==> config.mk <==
export PLATFORM = sky130hd
export DESIGN_NAME = pipeline_hazard_ctrl
export DESIGN_NICKNAME = d
export VERILOG_FILES = /design/src/rtl/pipeline_hazard_ctrl.sv
export SDC_FILE = /design/constraint.sdc
export NUM_CORES = 1
export LEC_CHECK = 0
export ABC_AREA = 1
export BUFFER_PORTS_ARGS = -buffer_cell sky130_fd_sc_hd__buf_2
export CORE_AREA = 3 3 101 103
export DETAILED_ROUTE_END_ITERATION = 10
export DIE_AREA = 0 0 104 106
export HOLD_SLACK_MARGIN = 0.06
export PLACE_DENSITY = 0.72
export SLEW_MARGIN = 30
export SYNTH_ARGS = -nofsm -noshare
export SYNTH_HDL_FRONTEND = slang
export SYNTH_SLANG_ARGS = --single-unit
==> constraint.sdc <==
create_clock -name clk -period 5.2 [get_ports clk]
set_input_delay 0.78 -clock clk [delete_from_list [all_inputs] [get_ports clk]]
set_output_delay 0.78 -clock clk [all_outputs]
set_load 0.05 [all_outputs]
==> src/rtl/pipeline_hazard_ctrl.sv <==
// ---------------------------------------------------------------------------
// pipeline_hazard_ctrl
//
// Central stall/flush sequencer for a 5-stage RV32I pipeline.
//
// It decides, each cycle, which pipeline registers load, which load a bubble,
// and whether the PC advances. The inputs it uses are:
//   - ID/EX operand info, to detect load-use hazards
//   - the EX redirect (taken branch or jump)
//   - the MEM-stage data-memory handshake
//
// A small FSM (RUN / MEM_WAIT / ERROR) tracks how long MEM has been waiting on
// data memory. If the wait goes past TIMEOUT cycles, the FSM freezes the
// pipeline and raises a sticky error until the next reset.
//
// Parameters
//   TIMEOUT  max consecutive cycles MEM may wait on dmem_ready (>= 1)
//   CNT_W    width of the saturating performance counters
//
// Ports
//   clk, reset                   clock, synchronous active-high reset
//   id_rs1/id_rs2, id_use_rs1/2  source operands of the instruction in ID
//   ex_mem_read, ex_rd           load-in-EX flag and its destination
//   ex_redirect                  EX resolved a taken branch/jump
//   mem_req, dmem_ready          MEM-stage data-memory handshake
//   pc_en, *_en, *_flush         per-register load enables / bubble strobes
//   mem_timeout                  sticky memory-wait timeout error
//   stall_cycles                 cycles with pc_en = 0 (saturating)
//   flush_events                 cycles where a redirect was acted on (saturating)
// ---------------------------------------------------------------------------
module pipeline_hazard_ctrl #(
    parameter int TIMEOUT = 16,
    parameter int CNT_W   = 32
) (
    input  logic             clk,
    input  logic             reset,
    input  logic [4:0]       id_rs1,
    input  logic [4:0]       id_rs2,
    input  logic             id_use_rs1,
    input  logic             id_use_rs2,
    input  logic             ex_mem_read,
    input  logic [4:0]       ex_rd,
    input  logic             ex_redirect,
    input  logic             mem_req,
    input  logic             dmem_ready,
    output logic             pc_en,
    output logic             if_id_en,
    output logic             if_id_flush,
    output logic             id_ex_en,
    output logic             id_ex_flush,
    output logic             ex_mem_en,
    output logic             mem_wb_en,
    output logic             mem_wb_flush,
    output logic             mem_timeout,
    output logic [CNT_W-1:0] stall_cycles,
    output logic [CNT_W-1:0] flush_events
);

    localparam int                WAIT_W    = $clog2(TIMEOUT + 1);
    localparam logic [WAIT_W-1:0] TIMEOUT_V = WAIT_W'(TIMEOUT);
    localparam logic [CNT_W-1:0]  CNT_MAX   = {CNT_W{1'b1}};

    typedef enum logic [1:0] {
        ST_RUN      = 2'd0,
        ST_MEM_WAIT = 2'd1,
        ST_ERROR    = 2'd2
    } state_t;

    state_t            state_q,        state_d;
    logic [WAIT_W-1:0] wait_cnt_q,     wait_cnt_d;
    logic              mem_timeout_q,  mem_timeout_d;
    logic [CNT_W-1:0]  stall_cycles_q, stall_cycles_d;
    logic [CNT_W-1:0]  flush_events_q, flush_events_d;

    logic load_use;
    logic mem_stall;
    logic redirect_fire;

    // Register x0 never creates a hazard.
    assign load_use  = ex_mem_read && (ex_rd != 5'd0) &&
                       ((id_use_rs1 && (id_rs1 == ex_rd)) ||
                        (id_use_rs2 && (id_rs2 == ex_rd)));
    assign mem_stall = mem_req && !dmem_ready;

    // -----------------------------------------------------------------------
    // Control decode (priority order) and next-state logic.
    // -----------------------------------------------------------------------
    always_comb begin
        pc_en          = 1'b1;
        if_id_en       = 1'b1;
        if_id_flush    = 1'b0;
        id_ex_en       = 1'b1;
        id_ex_flush    = 1'b0;
        ex_mem_en      = 1'b1;
        mem_wb_en      = 1'b1;
        mem_wb_flush   = 1'b0;
        redirect_fire  = 1'b0;
        state_d        = state_q;
        wait_cnt_d     = wait_cnt_q;
        mem_timeout_d  = mem_timeout_q;
        stall_cycles_d = stall_cycles_q;
        flush_events_d = flush_events_q;

        if (reset) begin
            // Let every pipeline register see its own reset: all enables
            // stay high and no flushes are issued.
        end else if (state_q == ST_ERROR) begin
            pc_en     = 1'b0;
            if_id_en  = 1'b0;
            id_ex_en  = 1'b0;
            ex_mem_en = 1'b0;
            mem_wb_en = 1'b0;
        end else if (mem_stall) begin
            // Hold everything up to MEM. A bubble goes into WB so the stalled
            // instruction does not write back twice. EX is held, so any
            // redirect there is seen again once memory completes.
            pc_en        = 1'b0;
            if_id_en     = 1'b0;
            id_ex_en     = 1'b0;
            ex_mem_en    = 1'b0;
            mem_wb_flush = 1'b1;
        end else if (ex_redirect) begin
            // Instructions in IF and ID are on the wrong path. That is why a
            // coincident load-use hazard does not matter here.
            if_id_flush   = 1'b1;
            id_ex_flush   = 1'b1;
            redirect_fire = 1'b1;
        end else if (load_use) begin
            pc_en       = 1'b0;
            if_id_en    = 1'b0;
            id_ex_flush = 1'b1;
        end

        case (state_q)
            ST_RUN: begin
                if (mem_stall) begin
                    state_d    = ST_MEM_WAIT;
                    wait_cnt_d = WAIT_W'(1);
                end
            end
            ST_MEM_WAIT: begin
                if (mem_stall) begin
                    if (wait_cnt_q == TIMEOUT_V) begin
                        state_d       = ST_ERROR;
                        mem_timeout_d = 1'b1;
                    end else begin
                        wait_cnt_d = wait_cnt_q + WAIT_W'(1);
                    end
                end else begin
                    state_d    = ST_RUN;
                    wait_cnt_d = '0;
                end
            end
            ST_ERROR: begin
                state_d = ST_ERROR;
            end
            default: begin
                state_d    = ST_RUN;
                wait_cnt_d = '0;
            end
        endcase

        if (!pc_en && (stall_cycles_q != CNT_MAX)) begin
            stall_cycles_d = stall_cycles_q + CNT_W'(1);
        end
        if (redirect_fire && (flush_events_q != CNT_MAX)) begin
            flush_events_d = flush_events_q + CNT_W'(1);
        end
    end

    always_ff @(posedge clk) begin
        if (reset) begin
            state_q        <= ST_RUN;
            wait_cnt_q     <= '0;
            mem_timeout_q  <= 1'b0;
            stall_cycles_q <= '0;
            flush_events_q <= '0;
        end else begin
            state_q        <= state_d;
            wait_cnt_q     <= wait_cnt_d;
            mem_timeout_q  <= mem_timeout_d;
            stall_cycles_q <= stall_cycles_d;
            flush_events_q <= flush_events_d;
        end
    end

    assign mem_timeout  = mem_timeout_q;
    assign stall_cycles = stall_cycles_q;
    assign flush_events = flush_events_q;

endmodule

### Word-level counts from Yosys, hierarchy flattened

Cells that the tools add are included.
Widths: inputs -> output; s select.

* register bits: 72
* output and inout port bits: 73
* input bits: 23
* word-level logic and storage cells: 64

* reduce and logical (&&, ||, !) cells: 15
* equality and inequality tests: 10
* muxes and demuxes: 30
* $add $sub $neg: 3
* bitwise logic cells: 1

Operators by type and width (count)
* $add 32x1->32 const B: 2
* $ne 32x32->1 const B: 2
* $mux 1: 22
* $mux 5: 3
* $pmux 5 s3: 1
* $eq 5x5->1: 2
* $logic_and 1x1->1: 7
* $mux 2: 3
* $ne 3x3->1 const B: 2
* $pmux 2 s3: 1
* $reduce_and 3->1: 2
* $add 5x1->5 const B: 1
* $eq 5x5->1 const B: 1
* $reduce_bool 5->1: 1
* $eq 2x1->1 const B: 1
* $eq 2x2->1 const B: 1
* $logic_not 1->1: 2
* $logic_not 2->1: 1
* $ne 2x2->1 const B: 1
* $reduce_and 2->1: 1
* $logic_or 1x1->1: 1
* $not 1->1: 1

### Logic depth before layout (Yosys ltp)

Gate-level depths: netlist of run 1.

* depth in word-level cells: 11
* mapped depth: 12
* gate-level depth less buffers: 12

### Worst setup path before layout of run 1

OpenSTA, ideal clock, no wires.

* path kind: input-to-output
* from: input mem_req
* to: output pc_en
* required time: 4420 ps
* stages on the path: 7
* data arrival time: 3382 ps
* slack: 1038 ps
* path buffers: 2
* path through: inv_1 nor2_1 o21ai_0 nand2_1 buf_2 inv_1 buf_4

* word-level cells in the longest chain between the ends: 4

RTL lines
* from (decl): RTL line 44 `input logic mem_req,`
* $logic_and 1x1->1: RTL line 83 `assign mem_stall = mem_req && !dmem_ready;`
* $mux 1 (3 in a row)
* to (decl): RTL line 46 `output logic pc_en,`

Every way passes these cells.

### Worst setup path after layout of run 1

* from: input reset
* to: output if_id_en

* word-level cells in the longest chain between the ends: 1

RTL lines
* from (decl): RTL line 36 `input logic reset,`
* $mux 1: RTL line 104 `if (reset) begin`
* to (decl): RTL line 47 `output logic if_id_en,`

Every way passes these cells.

==> results of run 1 <==
## through the flow
stage                     cells  cell area [µm²]  hold slack [ps]
after global routing        975             5360              503
after global placement      959             5140              439
final                       975             5360              458
after detailed placement    959             5140              447
after floorplan             756             4620              472
after CTS                   975             5360              460
## synthesized netlist by cell type (all sizes together)
cell / n / area, µm²
nand3: 55 / 275
xnor2: 7 / 61.3
clkbuf: 8 / 30.0
o21a: 1 / 7.51
nor3: 29 / 155
o41ai: 1 / 8.76
nor4: 1 / 12.5
a21oi: 64 / 320
a21boi: 3 / 22.5
nand3b: 6 / 45.0
a211oi: 1 / 7.51
nand2: 248 / 946
o22ai: 1 / 6.26
buf: 15 / 106
nor3b: 2 / 15.0
o21ai: 14 / 70.1
nand4: 14 / 103
ha: 4 / 50.1
nor2: 108 / 423
xor2: 26 / 228
inv: 75 / 282
dfxtp: 72 / 1440
and3: 1 / 6.26
## cells by family (layout without fill, tap and decap cells)
| kind of cell | count (synthesis) | in the layout |
|---|---|---|
| AOI/OAI and AO/OA | 85 | 85 |
| and+or+nand+nor | 464 | 464 |
| xor gates and xnor gates | 33 | 33 |
| buffers and inverters | 98 | 188 |
| DFF | 72 | 72 |
| adders and majority gates | 4 | 4 |
## where the power goes
| part | internal, mW | switching, mW |
|---|---|---|
| sequential | 0.554 | 0.00392 |
| clock | 0.271 | 0.226 |
| combinational | 0.0221 | 0.0615 |
| total | 0.847 | 0.291 |
## worst register-to-register path, delay by kind of cell, from the launching register on
family,cells,cell delay [ps]
compound gates,1,150
fa+ha+maj,1,310
flops,1,520
simple gates,7,1790
## cell type report
class	instances	area, µm²	share of cell area
flip-flops and latches	72	1440	0.269
well taps	129	161	0.0301
inverters	75	282	0.0525
multi-input cells	586	2760	0.516
clock inverters	7	96.3	0.0180
clock buffers	9	124	0.0231
repair buffers	97	490	0.0915
## routing by layer
metal	part of all wire	routed length (µm)	global-route usage	vias to the layer above
li1	-	-	-	2594
met1	0.44	5730	0.287	2291
met2	0.49	6440	0.418	140
met3	0.045	590	0.0322	23
met4	0.023	306	0.103	0
met5	0	0	0	-
## flip-flops by register name (all words and copies together) (netlist names)
register / count
stall_cycles: 32
mem_timeout: 1
flush_events: 32
wait_cnt_q: 5
state_q: 2
## worst paths after layout
| kind | from | to | depth (start not counted) |
|---|---|---|---|
| setup / recovery | reset | if_id_en | 6 |
| hold / removal | mem_timeout | mem_timeout | 2 |
| hold reg to reg | mem_timeout | mem_timeout | 2 |
| setup reg to reg | stall_cycles[0] | stall_cycles[18] | 9 |
==> flow_summary.toml, run 1 <==
[critical_path]
crit_family = "buffers and inverters"
critPathMaxStageDelay_ps = 640
startpoint_type = "input port"
cp-end-kind = "output pin"
worstPathCellList = "buf_2, inv_1, o21ai_0, nand2_1, inv_1, buf_2"
cp_slowest_cell = "nand2_1"
required_ps = 4420
path_class = "in2out"
critical_path_arrival_ps = 2590
path_max_fanout = 22
rrSetupSlack_ps = 2380
path_buf_inv = 4

[clock_tree]
cts_tree = "done"
root_buffer = "clkbuf_8"
clk_pin_slew_ps = 90
worst_skew_pair.late_latency_ps = 340
cts_resized = 0
holdBufCountCts = 0
cts_sinks = 72
ctsHtreeMaxLevel = 3
post-cts-setup-buffers = 0
clk_path_buf_depth = 2
cts_buffers = 9

[timing]
post-route-min-period_ps = 3370
final.setup.tns_ps = 0
max_slew_margin = 0.475
worst_slack_ps = 1830
finalCritPeriodShare = 0.649
fin_worst_skew_ps = 15.4
finalSetupViolCount = 0
hold_viol_final = 0
tightest_slew_ps = 786
rsz0062_at_grt = "no"
fmax_ghz = 0.296
slew_viol_final = 0

[job]
drv_cap = 0

[drt]
wirelength_mm = 13.1
num_vias = 5048
wl_per_cell_um = 13.4
drcViolationCount = 0
final_antenna_net_count = 0
drt_iter0_drc = 295
dr.pass1.iters = 5
via_per_inst = 5.18

[die]
core_area_um2 = 9280
die-area_um2 = 11000
die_y_um = 106
die_x_um = 104
io_pins = 96
initial_utilization = 0.498
rows = 35

[pwr]
power_per_cell_area_nw_per_um2 = 212
total_power_mw = 1.14
p_leak_nw = 2.19
vdd_drop_max_uv = 111

[finish]
layout-drive-gt1-share = 0.149
diodes = 0
fin_nets = 868
layout_commonest_cell = "nand2_1"
layout_common_cells = "nand2_1, nor2_1, buf_2, inv_1, dfxtp_1"
syn2layout_area_growth_pct = 15.9
fillers = 947
final_util = 0.577

[global_route]
grt_overflow = 0
grt_usage = 0.236
antenna_found_initial = 0
grt_max_degree = 59
grt_pass1_vias = 4785
grt_pass1_wl_mm = 21.9

[synth]
syn_nets = 783
synth_warnings = 0
muxShareOfSynthArea = 0
ys_seq_area_frac = 0.312
yosys.area_share.adder = 0.0108
synth_compound_area_frac = 0.0958
synth.distinct_cells = 33
synth_top_family_by_area = "simple AND/OR/NAND/NOR gates"
netlist_area_um2 = 4620
synthSimpleGateAreaFrac = 0.429
ys_ff_latch = 72
synth.avg_cell_area_um2 = 6.11
synth_xor_area_frac = 0.0625
syn_inst = 756

[place]
gp_congestion = 0.923
dp_slack_ps = 1780
hpwl_mm = 9.59
port-buffer-count = 95

[worst_hold_path]
min_path_type = "reg2reg"

[outcome]
outcome = "completed"
(Power assumes the default switching activity.)
==> run 2, diff against run 1 <==
Clock period 5.2 ns to 3.45 ns, I/O delays scaled along.
==> run 2 against run 1 <==
  * Hold slack worse by 3.7 ps
  * Highest routed layer unchanged
  * Routed wire length down 0.12%
  * Sequential cell count is the same
  * Power grew 39%
  * Final cell count up 0.21%
  * Register-to-register slack got worse by 1300 ps
  * Sequential share of layout area is 0.16 points higher
  * Non-clock buffer count is 2 higher
  * Core utilization shrank 0.34 points
  * Clock skew is essentially flat
  * Global-route usage is 0.43 points lower
  * Via count grew 0.87%
==> flow_summary.toml, run 2 (same netlist as run 1, synthesis figures left out) <==
[critical_path]
path_class = "in2out"
crit_family = "buffers and inverters"
cp-end-kind = "output pin"
critPathMaxStageDelay_ps = 380
critical_path_arrival_ps = 1880
path_max_fanout = 23
required_ps = 2930
worstPathCellList = "buf_2, inv_1, o21ai_1, nand2_1, inv_1, buf_2"
startpoint_type = "input port"
path_buf_inv = 4
cp_slowest_cell = "buf_2"

[finish]
seq_area_um2 = 1440
diodes = 0
fin_nets = 870
multi_input_area_um2 = 2760
layout-drive-gt1-share = 0.150
layout_common_cells = "nand2_1, nor2_1, buf_2, inv_1, dfxtp_1"
fillers = 985
layout_commonest_cell = "nand2_1"
fin_cells = 977
syn2layout_area_growth_pct = 15.2

[drt]
wl_met3_um = 701
highest_layer = "met4"
dr.pass1.iters = 5
via_per_inst = 5.21
num_vias = 5092
wirelength_mm = 13.1
final_antenna_net_count = 0
wl_per_cell_um = 13.4
met2RoutedLength_mm = 5.81
met1_length_mm = 6.43
drt_iter0_drc = 361
drcViolationCount = 0

[die]
initial_utilization = 0.498
rows = 35
die_y_um = 106
die_x_um = 104
die-area_um2 = 11000
core_area_um2 = 9280
io_pins = 96

[clock_tree]
ctsHtreeMaxLevel = 3
cts_sinks = 72
worst_skew_pair.late_latency_ps = 340
cts_buffers = 9
clk_pin_slew_ps = 70
holdBufCountCts = 0
post-cts-setup-buffers = 0
clk_path_buf_depth = 2
cts_tree = "done"
cts_resized = 0
root_buffer = "clkbuf_8"

[timing]
worst_slack_ps = 1050
rsz0062_at_grt = "no"
max_slew_margin = 0.571
finalCritPeriodShare = 0.696
slew_viol_final = 0
fmax_ghz = 0.417
fin_worst_skew_ps = 15.1
final.setup.tns_ps = 0
finalSetupViolCount = 0
tightest_slew_ps = 638
hold_viol_final = 0
post-route-min-period_ps = 2400

[place]
gp_congestion = 0.972
dp.cells = 961
port-buffer-count = 95
dp_slack_ps = 941
hpwl_mm = 9.81

[pwr]
p_leak_nw = 2.17
vdd_drop_max_uv = 233
power_per_cell_area_nw_per_um2 = 296

[global_route]
grt_overflow = 0
grt_pass1_wl_mm = 21.5
grt_usage = 0.232
grt_max_degree = 38
grt_pass1_vias = 4494
antenna_found_initial = 0

[worst_hold_path]
min_path_type = "reg2reg"

[job]
drv_cap = 0

[outcome]
outcome = "completed"
==> run 2: layout make-up <==
cell class | count | share of cell area
clock inverter | 5 | 0.00611
timing repair buffer | 99 | 0.0949
multi-input combinational | 586 | 0.519
sequential | 72 | 0.271
tap | 129 | 0.0303
clock buffer | 11 | 0.0265
inverter | 75 | 0.0529
==> run 2: through the flow <==
step	hold slack, ps	total power, mW	area, µm²	util
after CTS	461	1.59	5330	0.574
after global routing	489	1.64	5330	0.574
after detailed placement	449	0.989	5150	0.555
final	454	1.58	5330	0.574
after global placement	436	0.986	5150	0.555
after floorplan	472	0.953	4620	-
==> run 2: path summary, 6_finish.rpt <==
check	startpoint	slack, ps	endpoint	depth (start not counted)
setup / recovery	reset	1050	if_id_en	6
hold / removal	mem_timeout	450	mem_timeout	2
setup reg to reg	flush_events[0]	1090	flush_events[18]	11
hold reg to reg	mem_timeout	450	mem_timeout	2
==> run 2: tightest hold or removal path: cells and delay by family (launching register included) <==
family	cells	cell delay, ps
flops	1	310
buf+inv	1	50
compound gates	1	50
==> run 2: power breakdown <==
part	switching, mW	internal [mW]
clock network	0.330	0.279
logic	0.0945	0.0341
registers	0.00568	0.835
total	0.430	1.15
==> run 2: per-layer routing <==
| layer | global-route usage | vias to the layer above |
|---|---|---|
| met5 | 0 | - |
| met4 | 0.0560 | 0 |
| met3 | 0.0334 | 10 |
| met2 | 0.367 | 155 |
| met1 | 0.334 | 2341 |
| li1 | - | 2586 |
==> run 3, diff against run 2 <==
Settings changed: PLACE_DENSITY 0.72 to 0.75.
Clock period 3.45 ns to 1.9 ns, I/O delays scaled along.
==> run 3 against run 2 <==
  * Register-to-register slack got worse by 970 ps
  * Clock-buffer cell count rose by 3
  * Clock power rose by 89%
  * Worst setup slack got worse by 960 ps
  * Largest cell class unchanged
  * Sequential share of layout area fell by 1.7 points
==> flow_summary.toml, run 3 (same netlist as run 1, synthesis figures left out) <==
[finish]
layout_commonest_cell = "nand2_1"
layout_common_cells = "nand2_1, nor2_1, buf_2, inv_1, a21oi_1"
fin_nets = 912
diodes = 0
syn2layout_area_growth_pct = 25.3
final_util = 0.624
layout-drive-gt1-share = 0.228
fillers = 940

[die]
die-area_um2 = 11000
rows = 35
io_pins = 96
core_area_um2 = 9280
die_y_um = 106
initial_utilization = 0.498
die_x_um = 104

[timing]
fmax_ghz = 0.552
hold_viol_final = 0
rsz0062_at_grt = "no"
final.setup.tns_ps = 0
post-route-min-period_ps = 1810
finalCritPeriodShare = 0.954
slew_viol_final = 0
tightest_slew_ps = 493
finalSetupViolCount = 0
fin_worst_skew_ps = 9.32
max_slew_margin = 0.669

[pwr]
power_per_cell_area_nw_per_um2 = 509
p_leak_nw = 2.42
switching_power_mw = 0.789
p_int_mw = 2.16
swShare = 0.267
comb_power_share = 0.092
vdd_drop_max_uv = 319
sequentialPowerShare = 0.517
clockPowerShare = 0.391

[drt]
num_vias = 5289
dr.pass1.iters = 4
wl_per_cell_um = 13.7
final_antenna_net_count = 0
drcViolationCount = 0
drt_iter0_drc = 243
via_per_inst = 5.19
wirelength_mm = 13.9

[clock_tree]
cts_sinks = 72
cts_tree = "done"
clk_path_buf_depth = 2
worst_skew_pair.late_latency_ps = 350
clk_pin_slew_ps = 70
root_buffer = "clkbuf_8"
cts_buffers = 9
holdBufCountCts = 0
ctsHtreeMaxLevel = 3

[global_route]
grt_usage = 0.253
grt_pass1_vias = 5093
grt_pass1_wl_mm = 23.4
grt_overflow = 0
grt_max_degree = 31
antenna_found_initial = 0

[critical_path]
startpoint_type = "flop"
critical_path_arrival_ps = 1530
required_ps = 1620
cp-end-kind = "output pin"
path_max_fanout = 4
path_class = "reg2out"

[worst_hold_path]
min_path_type = "in2reg"

[place]
gp_congestion = 0.948
hpwl_mm = 10.7
port-buffer-count = 95

[job]
drv_cap = 0

[outcome]
outcome = "completed"
[run 3: changes by cell type in the layout (fill, tap and decap cells not counted), moves of 6 or more]
| cell | delta |
|---|---|
| buf_4 | +38 |
| dfxtp_1 | -17 |
| dfxtp_2 | +14 |
| nor2_1 | -6 |
[run 3: worst paths after layout]
check,startpoint,endpoint,slack [ps],cells past startpoint
setup / recovery,state_q[1],if_id_flush,90,6
hold / removal,dmem_ready,mem_timeout,420,5
setup reg to reg,flush_events[0],flush_events[20],120,9
hold reg to reg,flush_events[0],flush_events[0],460,1
[run 3: metal layers]
| metal | vias to the layer above | wire [µm] | track usage |
|---|---|---|---|
| met5 | - | 0 | 0 |
| met4 | 0 | 517 | 0.119 |
| met3 | 38 | 627 | 0.0316 |
| met2 | 167 | 6980 | 0.461 |
| met1 | 2412 | 5820 | 0.295 |
| li1 | 2672 | - | - |
[run 3: power by group through the flow]
stage | combinational (mW) | clock, mW | sequential, mW
final | 0.271 | 1.15 | 1.52
after CTS | 0.259 | 1.17 | 1.52
after floorplan | 0.160 | 0 | 1.57
after global routing | 0.298 | 1.23 | 1.53
after detailed placement | 0.258 | 0 | 1.56
after global placement | 0.250 | 0 | 1.56
[run 3: final cells by class]
class	count	area [µm²]	share of cell area
clock buffers	14	164	0.0283
well taps	129	161	0.0279
multi-input cells	586	2840	0.490
inverters	75	290	0.0501
repair buffers	141	853	0.147
clock inverters	2	13.8	0.00238
flip-flops and latches	72	1470	0.254
[run 3: what timing repair did]
item / 4_1_cts / 5_1_grt
gates resized for setup: 1 / 30
setup buffers: 0 / 4
gates cloned: 0 / 0
pin swaps: 0 / 2
setup endpoints to repair: 2 / 48
[run 3: worst max-delay path: stages, from the launching register on]
cell and delay (ps):
dfxtp_1 310, inv_1 120, nor2_4 70, nor2_1 90, nand2_1 80, nor2_2 210, buf_2 310
[run 3: metrics by stage]
step	hold slack, ps	instance area (µm²)	instances	setup slack [ps]	power (mW)
after floorplan	452	4670	756	-135	1.73
after global placement	436	5500	999	134	1.81
after detailed placement	452	5500	999	89.9	1.82
after CTS	402	5680	1015	26.4	2.96
after global routing	440	5790	1019	1.23	3.05
final	421	5790	1019	86.8	2.95
